File: config.mk
export PLATFORM = sky130hd
export DESIGN_NAME = regfile_write_arbiter
export DESIGN_NICKNAME = d
export VERILOG_FILES = /design/src/rtl/regfile_pkg.sv /design/src/rtl/rr_arbiter.sv /design/src/rtl/regfile_write_arbiter.sv
export SDC_FILE = /design/constraint.sdc
export NUM_CORES = 1
export LEC_CHECK = 0
export ABC_AREA = 1
export CAP_MARGIN = 40
export CORE_MARGIN = 10
export CORE_UTILIZATION = 42
export CTS_CLUSTER_DIAMETER = 200
export DETAILED_ROUTE_END_ITERATION = 7
export GPL_ROUTABILITY_DRIVEN = 0
export PLACE_DENSITY = 0.94
export SKIP_LAST_GASP = 1
export SYNTH_ARGS = -nofsm -noshare
export SYNTH_HDL_FRONTEND = slang
export SYNTH_SLANG_ARGS = --single-unit
export TNS_END_PERCENT = 5
File: constraint.sdc
create_clock -name clk -period 5.35 [get_ports clk]
set_input_delay 0.8025 -clock clk [delete_from_list [all_inputs] [get_ports clk]]
set_output_delay 0.8025 -clock clk [all_outputs]
set_load 0.05 [all_outputs]
File: src/rtl/regfile_pkg.sv
// regfile_pkg: shared constants and types for the register-file write path
package regfile_pkg;
    localparam int IDX_W    = 5;
    localparam int DATA_W   = 32;
    localparam int REQ_ALU  = 0;
    localparam int REQ_LOAD = 1;
    localparam int REQ_DBG  = 2;
    typedef enum logic {ARB, LOCKED} arb_state_t;
endpackage

File: src/rtl/rr_arbiter.sv
// rr_arbiter: combinational round-robin one-hot grant starting the search at ptr
module rr_arbiter #(
    parameter int NUM_REQ = 3,
    parameter int PTR_W   = (NUM_REQ > 1) ? $clog2(NUM_REQ) : 1
) (
    input  logic [NUM_REQ-1:0] req,
    input  logic [PTR_W-1:0]   ptr,
    input  logic [NUM_REQ-1:0] mask,
    output logic [NUM_REQ-1:0] grant
);
    logic [NUM_REQ-1:0]   elig;
    logic [NUM_REQ-1:0]   rot;
    logic [NUM_REQ-1:0]   grot;
    logic [2*NUM_REQ-1:0] dbl;
    logic [2*NUM_REQ-1:0] gdbl;

    assign elig = req & mask;
    assign dbl  = {elig, elig} >> ptr;
    assign rot  = dbl[NUM_REQ-1:0];

    always_comb begin
        grot = '0;
        for (int i = NUM_REQ - 1; i >= 0; i--)
            if (rot[i]) begin
                grot    = '0;
                grot[i] = 1'b1;
            end
    end

    assign gdbl  = {grot, grot} << ptr;
    assign grant = gdbl[2*NUM_REQ-1:NUM_REQ];
endmodule

File: src/rtl/regfile_write_arbiter.sv
// regfile_write_arbiter: round-robin sharing of the register-file write port with x0 filter and debug lock
module regfile_write_arbiter #(
    parameter int NUM_REQ = 3,
    parameter int DATA_W  = regfile_pkg::DATA_W,
    parameter int IDX_W   = regfile_pkg::IDX_W
) (
    input  logic                      clk,
    input  logic                      reset_n,
    input  logic [NUM_REQ-1:0]        req_valid,
    input  logic [NUM_REQ*IDX_W-1:0]  req_index,
    input  logic [NUM_REQ*DATA_W-1:0] req_data,
    output logic [NUM_REQ-1:0]        req_ready,
    input  logic                      flush,
    input  logic                      dbg_lock,
    output logic                      lock_ack,
    output logic                      rf_wr_en,
    output logic [IDX_W-1:0]          rf_wr_index,
    output logic [DATA_W-1:0]         rf_wr_data,
    output logic                      x0_drop
);
    import regfile_pkg::*;

    localparam int PTR_W = (NUM_REQ > 1) ? $clog2(NUM_REQ) : 1;
    localparam logic [NUM_REQ-1:0] DBG_ONLY = NUM_REQ'(1) << (NUM_REQ - 1);

    arb_state_t         state, state_nx;
    logic [PTR_W-1:0]   rr_ptr, rr_ptr_nx;
    logic [NUM_REQ-1:0] mask;
    logic [NUM_REQ-1:0] grant;
    logic               hs;
    logic [PTR_W-1:0]   win;
    logic [IDX_W-1:0]   win_index;
    logic [DATA_W-1:0]  win_data;

    // grants are suppressed while in reset so nothing handshakes before a clean start
    assign mask = (!reset_n || flush) ? '0 : (state == LOCKED) ? DBG_ONLY : '1;

    rr_arbiter #(.NUM_REQ(NUM_REQ), .PTR_W(PTR_W)) u_rr (
        .req  (req_valid),
        .ptr  (rr_ptr),
        .mask (mask),
        .grant(grant)
    );

    assign req_ready = grant;
    assign hs        = |grant;
    assign lock_ack  = state == LOCKED;

    always_comb begin
        win       = '0;
        win_index = '0;
        win_data  = '0;
        for (int i = 0; i < NUM_REQ; i++)
            if (grant[i]) begin
                win       = PTR_W'(i);
                win_index = req_index[i*IDX_W +: IDX_W];
                win_data  = req_data[i*DATA_W +: DATA_W];
            end
    end

    always_comb begin
        state_nx  = dbg_lock ? LOCKED : ARB;
        rr_ptr_nx = (state == ARB && hs) ? ((win == PTR_W'(NUM_REQ - 1)) ? '0 : win + 1'b1) : rr_ptr;
    end

    always_ff @(posedge clk or negedge reset_n) begin
        if (!reset_n) begin
            state  <= ARB;
            rr_ptr <= '0;
        end else begin
            state  <= state_nx;
            rr_ptr <= rr_ptr_nx;
        end
    end

    always_ff @(posedge clk or negedge reset_n) begin
        if (!reset_n) begin
            rf_wr_en    <= 1'b0;
            x0_drop     <= 1'b0;
            rf_wr_index <= '0;
            rf_wr_data  <= '0;
        end else begin
            rf_wr_en <= hs && win_index != '0;
            x0_drop  <= hs && win_index == '0;
            if (hs && win_index != '0) begin
                rf_wr_index <= win_index;
                rf_wr_data  <= win_data;
            end
        end
    end
endmodule
==> summary.md <==
| Metric | Value |
|---|---|
| Synth cell types | 21 |
| Startpoint Class | input port |
| WP buf/inv | 3 |
| Placed insts | 604 |
| WP data arrival | 3.67 ns |
| Final setup violation count | 0 |
| Total track usage | approximately a fifth |
| Syn avg cell area | ~7.4 um^2 |
| Syn nets | ~510 |
| Unrepaired setup endpoints after global routing | false |
| CTS Sinks | 42 |
| RR Startpoint | rr_ptr[0] |
| DR pass1 iterations | 4 |
| Vias in the first global route | 3340 |
| First-pass GRT wire length | 16.4 mm |
| Post-CTS sizing | 0 |
| Starting Density | 44.1% |
| Slowest CP cell | clkdlybuf4s50_1 |
| Layout Skew | 0.00515 ns |
| Clk pin slew, worst setup/hold paths | ~0.08 ns |
| H-tree depth | 2 |
| DR iter-0 viols | 165 |
| Actual slew at the worst max-slew pin | around 0.67 ns |
| Yosys reg bits | 42 |
| Reg power frac | approximately 18% |
| Initial antenna violation count | 0 |
| DR DRC count | 0 |
| Kind of critical path | input port to primary output |
| Synthesis-to-layout area growth | 56.0% |
| Final Non-Filler Cells | between 600 and 700 |
| Final WL | 10.4 mm |
| Global route total overflow | 0 |
| Internal Pwr Total | roughly 0.0014 W |
| CTS hold repair buffers | 0 |
| Total I/O pin count | 161 |
| Fin crit share | 83.6% |
| Final Hold Viols | 0 |
| Setup bufs post-CTS | 0 |
| Clock group share of total power | 6.2% |
| Layout cells sized above 1 | 9.16% |
| Core area | 0.00646 mm^2 |
| Syn. warnings | 0 |
| CTS tree | done |
| FMAX | 224 MHz |
| Worst skew pair latency | 0.28 ns |
| Cell Chain, Critical Path | clkdlybuf4s50_1 -> nor2_8 -> nand2_1 -> nand2_1 -> nand3_1 -> nand2_2 -> nand3_2 -> nand3_2 -> nand2_1 -> inv_2 -> clkdlybuf4s50_1 |
| # diodes | 0 |
| Critical path startpoint | flush |
| Gate Count Post-Synth | 387 |
| Worst Path Required | 4.55 ns |
| Mapped Area | 0.00285 mm^2 |
| Period minus WS final | 4.47 ns |
| Critical path endpoint category | primary output |
| Cell seen most often among critical-path stages | nand2_1 |
| Post-DP HPWL | 8.12 mm |
| Lkg Pwr | a little over 2 nW |
| DR WL/cell | around 17 um |
| Slew Viols, Final | 0 |
| Die span in y | around 100 um |
| Num CTS Buffers | 5 |
| Antenna-violating nets left | 0 |
| Max-Cap Viols | 0 |
| Port-buffer cells | between 150 and 200 |
| Hold Path Class | input port to async pin |
| Status | complete, no violations |
| Pwr/cell area | 771 mW/mm^2 |
| Vias | 3209 |
| Slowest Stage Delay on Critical Path | 0.91 ns |
| Psw | 0.00203 W |
| Sw frac | between 50% and 60% |
| Std cell rows | 29 |
| Drt via density | 5.24 |
| Layout Nets | 652 |
| Clock root buffer | clkbuf_8 |
| Power share of the combinational group | 76.3% |
| Post-route setup TNS | 0 ns |
| Die width | roughly 100 um |
| Slew HR | a little under three fifths |
| Crit-path max FO | 33 |
| CP top delay family | buffers and inverters |
| CTS max path bufs | 2 |
| Die area | 0.0105 mm^2 |
| Largest net degree at the start of global routing | 42 |
| VDD IR-drop max | 377 uV |
| Post-synthesis sequential area ratio | about 37% |
## cell usage in the layout, fill, tap and decap left out, types with 2 or more instances in the layout
| cell | n |
|---|---|
| buf_4 | 5 |
| clkbuf_8 | 6 |
| clkdlybuf4s50_1 | 159 |
| dfrtp_1 | 42 |
| inv_1 | 7 |
| inv_2 | 7 |
| nand2_1 | 180 |
| nand2_2 | 3 |
| nand3_1 | 53 |
| nand3_2 | 18 |
| nand4_1 | 41 |
| nand4_2 | 3 |
| nor2_4 | 2 |
| o21ai_0 | 2 |
## final timing paths
| kind | end | slack (ns) | depth (start not counted) |
|---|---|---|---|
| max in group asynchronous | rf_wr_data[27] | 4.33 | 2 |
| min in group clk | rf_wr_index[1] | 0.53 | 2 |
| max reg2reg | rf_wr_data[4] | 2.49 | 13 |
| max | req_ready[1] | 0.88 | 11 |
| min | lock_ack | 0.32 | 1 |
| min reg2reg | rf_wr_index[1] | 0.53 | 2 |
## logic make-up (layout without fill, tap and decap cells)
logic type             Yosys count  in the layout  synth area share (%)
buffers and inverters           40            188                  10.1
AO/OA/AOI/OAI                    2              2                 0.352
AND/OR/NAND/NOR                303            303                  52.6
flip-flops                      42             42                  36.9
## metal layers
| metal | wire, um | share of wire [%] | track usage (%) | vias up |
|---|---|---|---|---|
| li1 | - | - | - | 1585 |
| met1 | 3980 | 38 | 22.4 | 1477 |
| met2 | 5260 | 51 | 34.3 | 139 |
| met3 | 1040 | 10 | 6.68 | 8 |
| met4 | 103 | 0.99 | 2.71 | 0 |
| met5 | 0 | 0 | 0 | - |
## sequential cells by signal, indices dropped and copies added, names as in the netlist
register     cells
rf_wr_en         1
rf_wr_data      32
rr_ptr           2
rf_wr_index      5
x0_drop          1
lock_ack         1
## Yosys cell counts
master	n	area (um^2)
buf_8	1	15.0
nor2_8	1	20.0
o21ai_0	2	10.0
nand3_2	18	180
nor2_1	1	3.75
nand2_1	180	676
dfrtp_1	42	1050
nand3_4	1	17.5
nand3_1	53	265
buf_4	4	30.0
nand4_2	3	37.5
buf_6	2	22.5
nand2_2	3	18.8
clkbuf_8	3	41.3
buf_2	12	60.1
inv_2	7	26.3
nor2_4	2	22.5
nand4_1	41	257
inv_4	1	6.26
buf_12	3	60.1
inv_1	7	26.3
## final cells by class
class / instances / area, um^2
Clock buffer: 7 / 86.3
Clock inverter: 1 / 5.00
Fill cell: 558 / 2020
Inverter: 15 / 58.8
Multi-Input combinational cell: 305 / 1510
Sequential cell: 42 / 1050
Tap cell: 77 / 96.3
Timing Repair Buffer: 165 / 1630
## worst register-to-register path, delay by kind of cell, from the launching register on
| kind | cells | cell delay [ns] |
|---|---|---|
| buffers and inverters | 2 | 0.57 |
| DFF | 1 | 0.54 |
| and+or+nand+nor | 11 | 1.64 |
## metrics by stage
step	hold slack [ns]	utilization, %	power (W)	instance area, um^2	setup slack (ns)
4_1_cts	0.305	68.7	0.00346	4440	0.874
5_1_grt	0.304	68.7	0.00372	4440	0.687
3_5_place_dp	0.511	67.3	0.00324	4350	0.882
2_1_floorplan	0.507	-	0.00267	2850	2.55
3_3_place_gp	0.505	67.3	0.00316	4350	1.02
6_report	0.315	68.7	0.00342	4440	0.877
## power by group through the flow
stage	clock (W)	combinational, W	sequential, W
detailed placement	0	0.00263	0.000605
CTS	0.000217	0.00264	0.000600
finish	0.000211	0.00261	0.000599
global route	0.000232	0.00286	0.000621
global placement	0	0.00257	0.000594
floorplan	0	0.00156	0.00111
(Power assumes the default switching activity.)
